$ cat src/rtl/fetch_redirect_unit.sv
`default_nettype none
// +----------------------------------------------------------------------------+
// | fetch_redirect_unit: fetch-stage PC, single-outstanding I-mem requests,    |
// | IF/ID register with hazard stall and branch redirect. Macro:               |
// | MISALIGN_TRAP_EN enables the misaligned-target trap and HALT state.        |
// | Rev 1.0                                                                    |
// +----------------------------------------------------------------------------+
module fetch_redirect_unit #(
  parameter logic [31:0] RESET_PC  = 32'h0000_0000,
  parameter logic [31:0] NOP_INSTR = 32'h0000_0013
) (
  input  logic        clk,
  input  logic        reset,
  input  logic        branch_taken_i,
  input  logic [31:0] branch_target_i,
  input  logic        hazard_i,
  output logic        imem_req_o,
  output logic [31:0] imem_addr_o,
  input  logic        imem_valid_i,
  input  logic [31:0] imem_rdata_i,
  output logic        if_id_valid_o,
  output logic [31:0] if_id_pc_o,
  output logic [31:0] if_id_instr_o,
  output logic        misalign_err_o
);

  typedef enum logic [2:0] {
    S_BOOT  = 3'd0,
    S_ISSUE = 3'd1,
    S_WAIT  = 3'd2,
    S_HOLD  = 3'd3,
    S_DROP  = 3'd4
`ifdef MISALIGN_TRAP_EN
    , S_HALT = 3'd5
`endif
  } state_e;

  state_e      state_q, state_d;
  logic [31:0] pc_q, pc_d;
  logic [31:0] buf_q, buf_d;
  logic        ifv_q, ifv_d;
  logic [31:0] ifpc_q, ifpc_d;
  logic [31:0] ifin_q, ifin_d;
  logic        w_halted;
  logic        w_misaligned;
  logic [31:0] w_target;
  logic [31:0] w_pc_inc;

`ifdef MISALIGN_TRAP_EN
  logic        mis_q, mis_d;
  assign w_halted       = (state_q == S_HALT);
  assign w_misaligned   = (branch_target_i[1:0] != 2'b00);
  assign w_target       = branch_target_i;
  assign misalign_err_o = mis_q;
`else
  assign w_halted       = 1'b0;
  assign w_misaligned   = 1'b0;
  assign w_target       = branch_target_i & ~32'h0000_0003;
  assign misalign_err_o = 1'b0;
`endif

  assign w_pc_inc      = pc_q + 32'd4;
  assign imem_req_o    = (state_q == S_ISSUE);
  assign imem_addr_o   = pc_q;
  assign if_id_valid_o = ifv_q;
  assign if_id_pc_o    = ifpc_q;
  assign if_id_instr_o = ifin_q;

  always_comb begin
    state_d = state_q;
    pc_d    = pc_q;
    buf_d   = buf_q;
    ifv_d   = ifv_q;
    ifpc_d  = ifpc_q;
    ifin_d  = ifin_q;
`ifdef MISALIGN_TRAP_EN
    mis_d   = mis_q;
`endif
    if (w_halted) begin
      state_d = state_q;
    end else if (branch_taken_i) begin
      ifv_d  = 1'b0;
      ifin_d = NOP_INSTR;
      pc_d   = w_target;
      // A request already in flight must be drained before refetching.
      case (state_q)
        S_ISSUE: state_d = S_DROP;
        S_WAIT:  state_d = imem_valid_i ? S_ISSUE : S_DROP;
        S_DROP:  state_d = S_DROP;
        default: state_d = S_ISSUE;
      endcase
`ifdef MISALIGN_TRAP_EN
      if (w_misaligned) begin
        pc_d    = pc_q;
        mis_d   = 1'b1;
        state_d = S_HALT;
      end
`endif
    end else begin
      case (state_q)
        S_BOOT:  state_d = S_ISSUE;
        S_ISSUE: state_d = S_WAIT;
        S_WAIT: begin
          if (imem_valid_i) begin
            if (hazard_i) begin
              buf_d   = imem_rdata_i;
              state_d = S_HOLD;
            end else begin
              ifv_d   = 1'b1;
              ifpc_d  = pc_q;
              ifin_d  = imem_rdata_i;
              pc_d    = w_pc_inc;
              state_d = S_ISSUE;
            end
          end
        end
        S_HOLD: begin
          if (!hazard_i) begin
            ifv_d   = 1'b1;
            ifpc_d  = pc_q;
            ifin_d  = buf_q;
            pc_d    = w_pc_inc;
            state_d = S_ISSUE;
          end
        end
        S_DROP: begin
          if (imem_valid_i) state_d = S_ISSUE;
        end
        default: state_d = state_q;
      endcase
    end
  end

  always_ff @(posedge clk) begin
    if (reset) begin
      state_q <= S_BOOT;
      pc_q    <= RESET_PC;
      buf_q   <= NOP_INSTR;
      ifv_q   <= 1'b0;
      ifpc_q  <= 32'd0;
      ifin_q  <= NOP_INSTR;
`ifdef MISALIGN_TRAP_EN
      mis_q   <= 1'b0;
`endif
    end else begin
      state_q <= state_d;
      pc_q    <= pc_d;
      buf_q   <= buf_d;
      ifv_q   <= ifv_d;
      ifpc_q  <= ifpc_d;
      ifin_q  <= ifin_d;
`ifdef MISALIGN_TRAP_EN
      mis_q   <= mis_d;
`endif
    end
  end

  logic w_unused;
  assign w_unused = w_misaligned;

endmodule
`default_nettype wire
$ cat config.mk
export PLATFORM = sky130hd
export DESIGN_NAME = fetch_redirect_unit
export DESIGN_NICKNAME = d
export VERILOG_FILES = /design/src/rtl/fetch_redirect_unit.sv
export SDC_FILE = /design/constraint.sdc
export NUM_CORES = 1
export LEC_CHECK = 0
export BUFFER_PORTS_ARGS = -buffer_cell sky130_fd_sc_hd__buf_2
export CAP_MARGIN = 20
export CORE_ASPECT_RATIO = 0.9
export CORE_MARGIN = 1
export CORE_UTILIZATION = 55
export CTS_BUF_LIST = sky130_fd_sc_hd__clkbuf_8 sky130_fd_sc_hd__clkbuf_16
export CTS_CLUSTER_DIAMETER = 40
export DETAILED_ROUTE_END_ITERATION = 12
export PLACE_DENSITY = 0.82
export SYNTH_ARGS = -nofsm -noshare
export SYNTH_HDL_FRONTEND = slang
export SYNTH_SLANG_ARGS = --single-unit
$ cat constraint.sdc
create_clock -name clk -period 4.75 [get_ports clk]
set_clock_uncertainty 0.1 [all_clocks]
set_input_delay 0.475 -clock clk [delete_from_list [all_inputs] [get_ports clk]]
set_output_delay 0.475 -clock clk [all_outputs]
set_load 0.02 [all_outputs]
==> results.yml <==
placement:
  detailed_place.area_mm2: 0.00629
  hpwlAfterDp_um: 9630
  place.port_buffers: 160
  place_worst_setup_slack_ps: 1940
  routabilityCongestion: 0.855
synth:
  postSynth.topFlopCell: "sky130_fd_sc_hd__dfxtp_1"
  avgSynthCellArea_um2: 7.81
  ys_seq_area_share_pct: 46.7
  syn-instance-count: 703
  synth_enable_flop_cells: 0
  synthesis.yosys.warnings: 0
  synth_area_mm2: 0.00549
  synthTopCellsByArea: "sky130_fd_sc_hd__dfxtp_1 47%, sky130_fd_sc_hd__nand2_1 13%, sky130_fd_sc_hd__a21oi_1 6.6%, sky130_fd_sc_hd__a311oi_1 5.1%, sky130_fd_sc_hd__nor2_1 4.4%"
  yosysTopAreaCellShare_pct: 46.7
  yosys_register_bits: 128
  post-synth-top-area-cell: "sky130_fd_sc_hd__dfxtp_1"
  netlist-cell-type-count: 40
  yosys-top-cells-count: "190 x sky130_fd_sc_hd__nand2_1, 128 x sky130_fd_sc_hd__dfxtp_1, 72 x sky130_fd_sc_hd__a21oi_1, 64 x sky130_fd_sc_hd__nor2_1, 48 x sky130_fd_sc_hd__clkbuf_1"
  synth_most_common_cell: "sky130_fd_sc_hd__nand2_1"
  ys_async_sr_fraction_pct: 0
clocking:
  cts_buffer_depth: 2
  ctsHtreeMaxLevel: 4
  clock_buffers_created_by_tritoncts: 17
  cts-hold-fix-buffers: 0
  cts.root.buffer_cell: "sky130_fd_sc_hd__clkbuf_8"
  cts_resized: 0
  path_clk_slew_ps: 60
  cts_setup_buffers: 0
  clock_sinks: 128
  clkLatencyLatePin_ps: 520
  cts_tree: "yes"
global_route:
  antenna_violations_before_repair: 0
  grt_use_total_pct: 29.1
  grt_pass1_vias: 5083
  grt_pass1_wl_um: 24100
  grt_max_degree: 90
  grt_remaining_overflow: 0
timing:
  max-slew-margin-rel_pct: 36.9
  fmax_mhz: 407
  setup_repair_after_global_routing_missed_its_margin: "false"
  fin_tns_setup_ps: 0
  finalMaxSlewViolations: 0
  hold_viol_final: 0
  worst_slack_ps: 2290
  final_min_period_over_clock_period_pct: 51.8
  worst-slew-pin-transition_ps: 946
  finalSetupViolations: 0
  finalWorstPathRequiredPeriod_ps: 2460
flow_run:
  max-cap-violations: 0
floorplanning:
  dieArea_mm2: 0.0104
  num_rows: 34
  top_level_ports: 168
  core_mm2: 0.00970
  start_util_pct: 56.6
  die_width_um: 107
  dieHeight_um: 96.8
critical_path:
  worstPathMaxFanout: 33
  worst-r2r-setup-slack_ps: 2290
  critical_path.startpoint_type: "flop"
  cp-end-kind: "flop"
  timing.critical_path.from: "state_q[1]$_SDFFE_PP0P_"
  required_ps: 5010
  cp.arrival_ps: 2720
  crit_end: "if_id_instr_o[4]$_SDFFE_PP1P_"
  reg2reg_from: "state_q[1]$_SDFFE_PP0P_"
  worst_reg2reg_path_endpoint: "if_id_instr_o[4]$_SDFFE_PP1P_"
  setup.worst_path.class: "flop to flop"
  ff2ff_path_depth: 6
detailed_routing:
  route.vias.total: 5511
  drt-pass1-iter-count: 4
  route.detailed.wl_per_inst_um: 15.4
  totalWireLength_um: 15000
  drc: 0
  post_drt_via_cell_ratio: 5.65
  ant_nets: 0
  violation_count_after_the_first_detailed_route_iteration: 299
pwr:
  share_comb_of_total_power_pct: 9.0
  swShare_pct: 26.7
  power_switching_mw: 0.689
  power_per_cell_area_mw_per_mm2: 374
  seq_power_share_pct: 44.0
  irDropWorstVdd_uv: 266
  clock_network_power_share_pct: 47.0
  leakage_nw: 2.80
  internal_power_mw: 1.89
layout:
  share_of_cells_above_drive_strength_1_pct: 25.3
  area_growth_pct: 25.9
  finalNetCount: 906
  layout.cell_area.non_filler_mm2: 0.00692
  antenna_cells_inserted: 0
run_status:
  status: "completed"
min_path:
  min_path_type: "primary input to flop"
==> kinds of logic after synthesis <==
| family | synth area share (%) |
|---|---|
| buffers and inverters | 5.03 |
| multiplexers | 0.364 |
| other | 0.0683 |
| flip-flops | 46.7 |
| adder cells (fa/ha/maj) | 0.228 |
| AND/OR/NAND/NOR | 27.4 |
| XOR/XNOR | 4.15 |
| AO/OA/AOI/OAI | 16.2 |
==> through the flow <==
step | instances | util (%) | hold slack, ps | power [mW]
after floorplan | 707 | - | 337 | 1.30
after global placement | 940 | 64.8 | 339 | 1.38
after detailed placement | 940 | 64.8 | 346 | 1.38
after CTS | 972 | 70.6 | 74.2 | 2.59
after global routing | 975 | 71.3 | 78.3 | 2.67
final | 975 | 71.3 | 81.2 | 2.58
==> layout by cell type, fill, tap and decap left out, drive strengths merged, types with 13 or more instances in the layout <==
cell type    n
a211oi      19
a21oi       72
a311oi      32
buf        171
clkbuf      18
dfxtp      128
nand2      190
nand3       44
nor2        64
xnor2       13
xor2        13
==> per-layer routing <==
metal / up-vias / part of all wire (%) / wire (µm) / global-route usage, %
li1: 2666 / - / - / -
met1: 2590 / 43 / 6460 / 37.7
met2: 225 / 47 / 7090 / 47.5
met3: 30 / 7.4 / 1110 / 5.73
met4: 0 / 2.1 / 312 / 11.3
met5: - / 0 / 0 / 0
==> how the worst min path moves through the flow <==
stage	from	end	slack [ps]	cells after the start
after detailed placement	if_id_pc_o[25]$_SDFFE_PP0P_	if_id_pc_o[25]$_SDFFE_PP0P_	350	2
after CTS	branch_target_i[2]	imem_addr_o[2]$_SDFFE_PP0P_	70	2
after global placement	if_id_pc_o[17]$_SDFFE_PP0P_	if_id_pc_o[17]$_SDFFE_PP0P_	340	2
after floorplan	buf_q[31]$_SDFFE_PP0P_	buf_q[31]$_SDFFE_PP0P_	340	2
final	imem_rdata_i[4]	buf_q[4]$_SDFFE_PP1P_	80	3
after global routing	branch_target_i[2]	imem_addr_o[2]$_SDFFE_PP0P_	80	2
==> power groups by stage <==
stage	registers (mW)	logic [mW]	clock network (mW)
floorplan	1.18	0.122	0
global placement	1.16	0.219	0
detailed placement	1.16	0.224	0
CTS	1.14	0.226	1.23
global route	1.14	0.251	1.28
finish	1.14	0.231	1.22
==> registers in the layout, indices dropped and copies added, names as in the netlist <==
name and cells:
if_id_instr_o 32, buf_q 32, if_id_valid_o 1, state_q 3
if_id_pc_o 30, imem_addr_o 30
==> worst max-delay path, stage by stage (launching register included) <==
cell	delay, ps
sky130_fd_sc_hd__dfxtp_1	480
sky130_fd_sc_hd__nor2b_2	320
sky130_fd_sc_hd__buf_4	400
sky130_fd_sc_hd__nand2_1	460
sky130_fd_sc_hd__buf_8	320
sky130_fd_sc_hd__nor2_1	90
sky130_fd_sc_hd__o311ai_0	130
==> final cells by class <==
cell class              instances  area, µm²
clock buffers                  18        428
clock inverters                14        133
fillers                       808       2780
inverters                       4       15.0
multi-input cells             514       2690
flip-flops and latches        128       2560
well taps                     126        158
repair buffers                171        931
(Power assumes the default switching activity.)
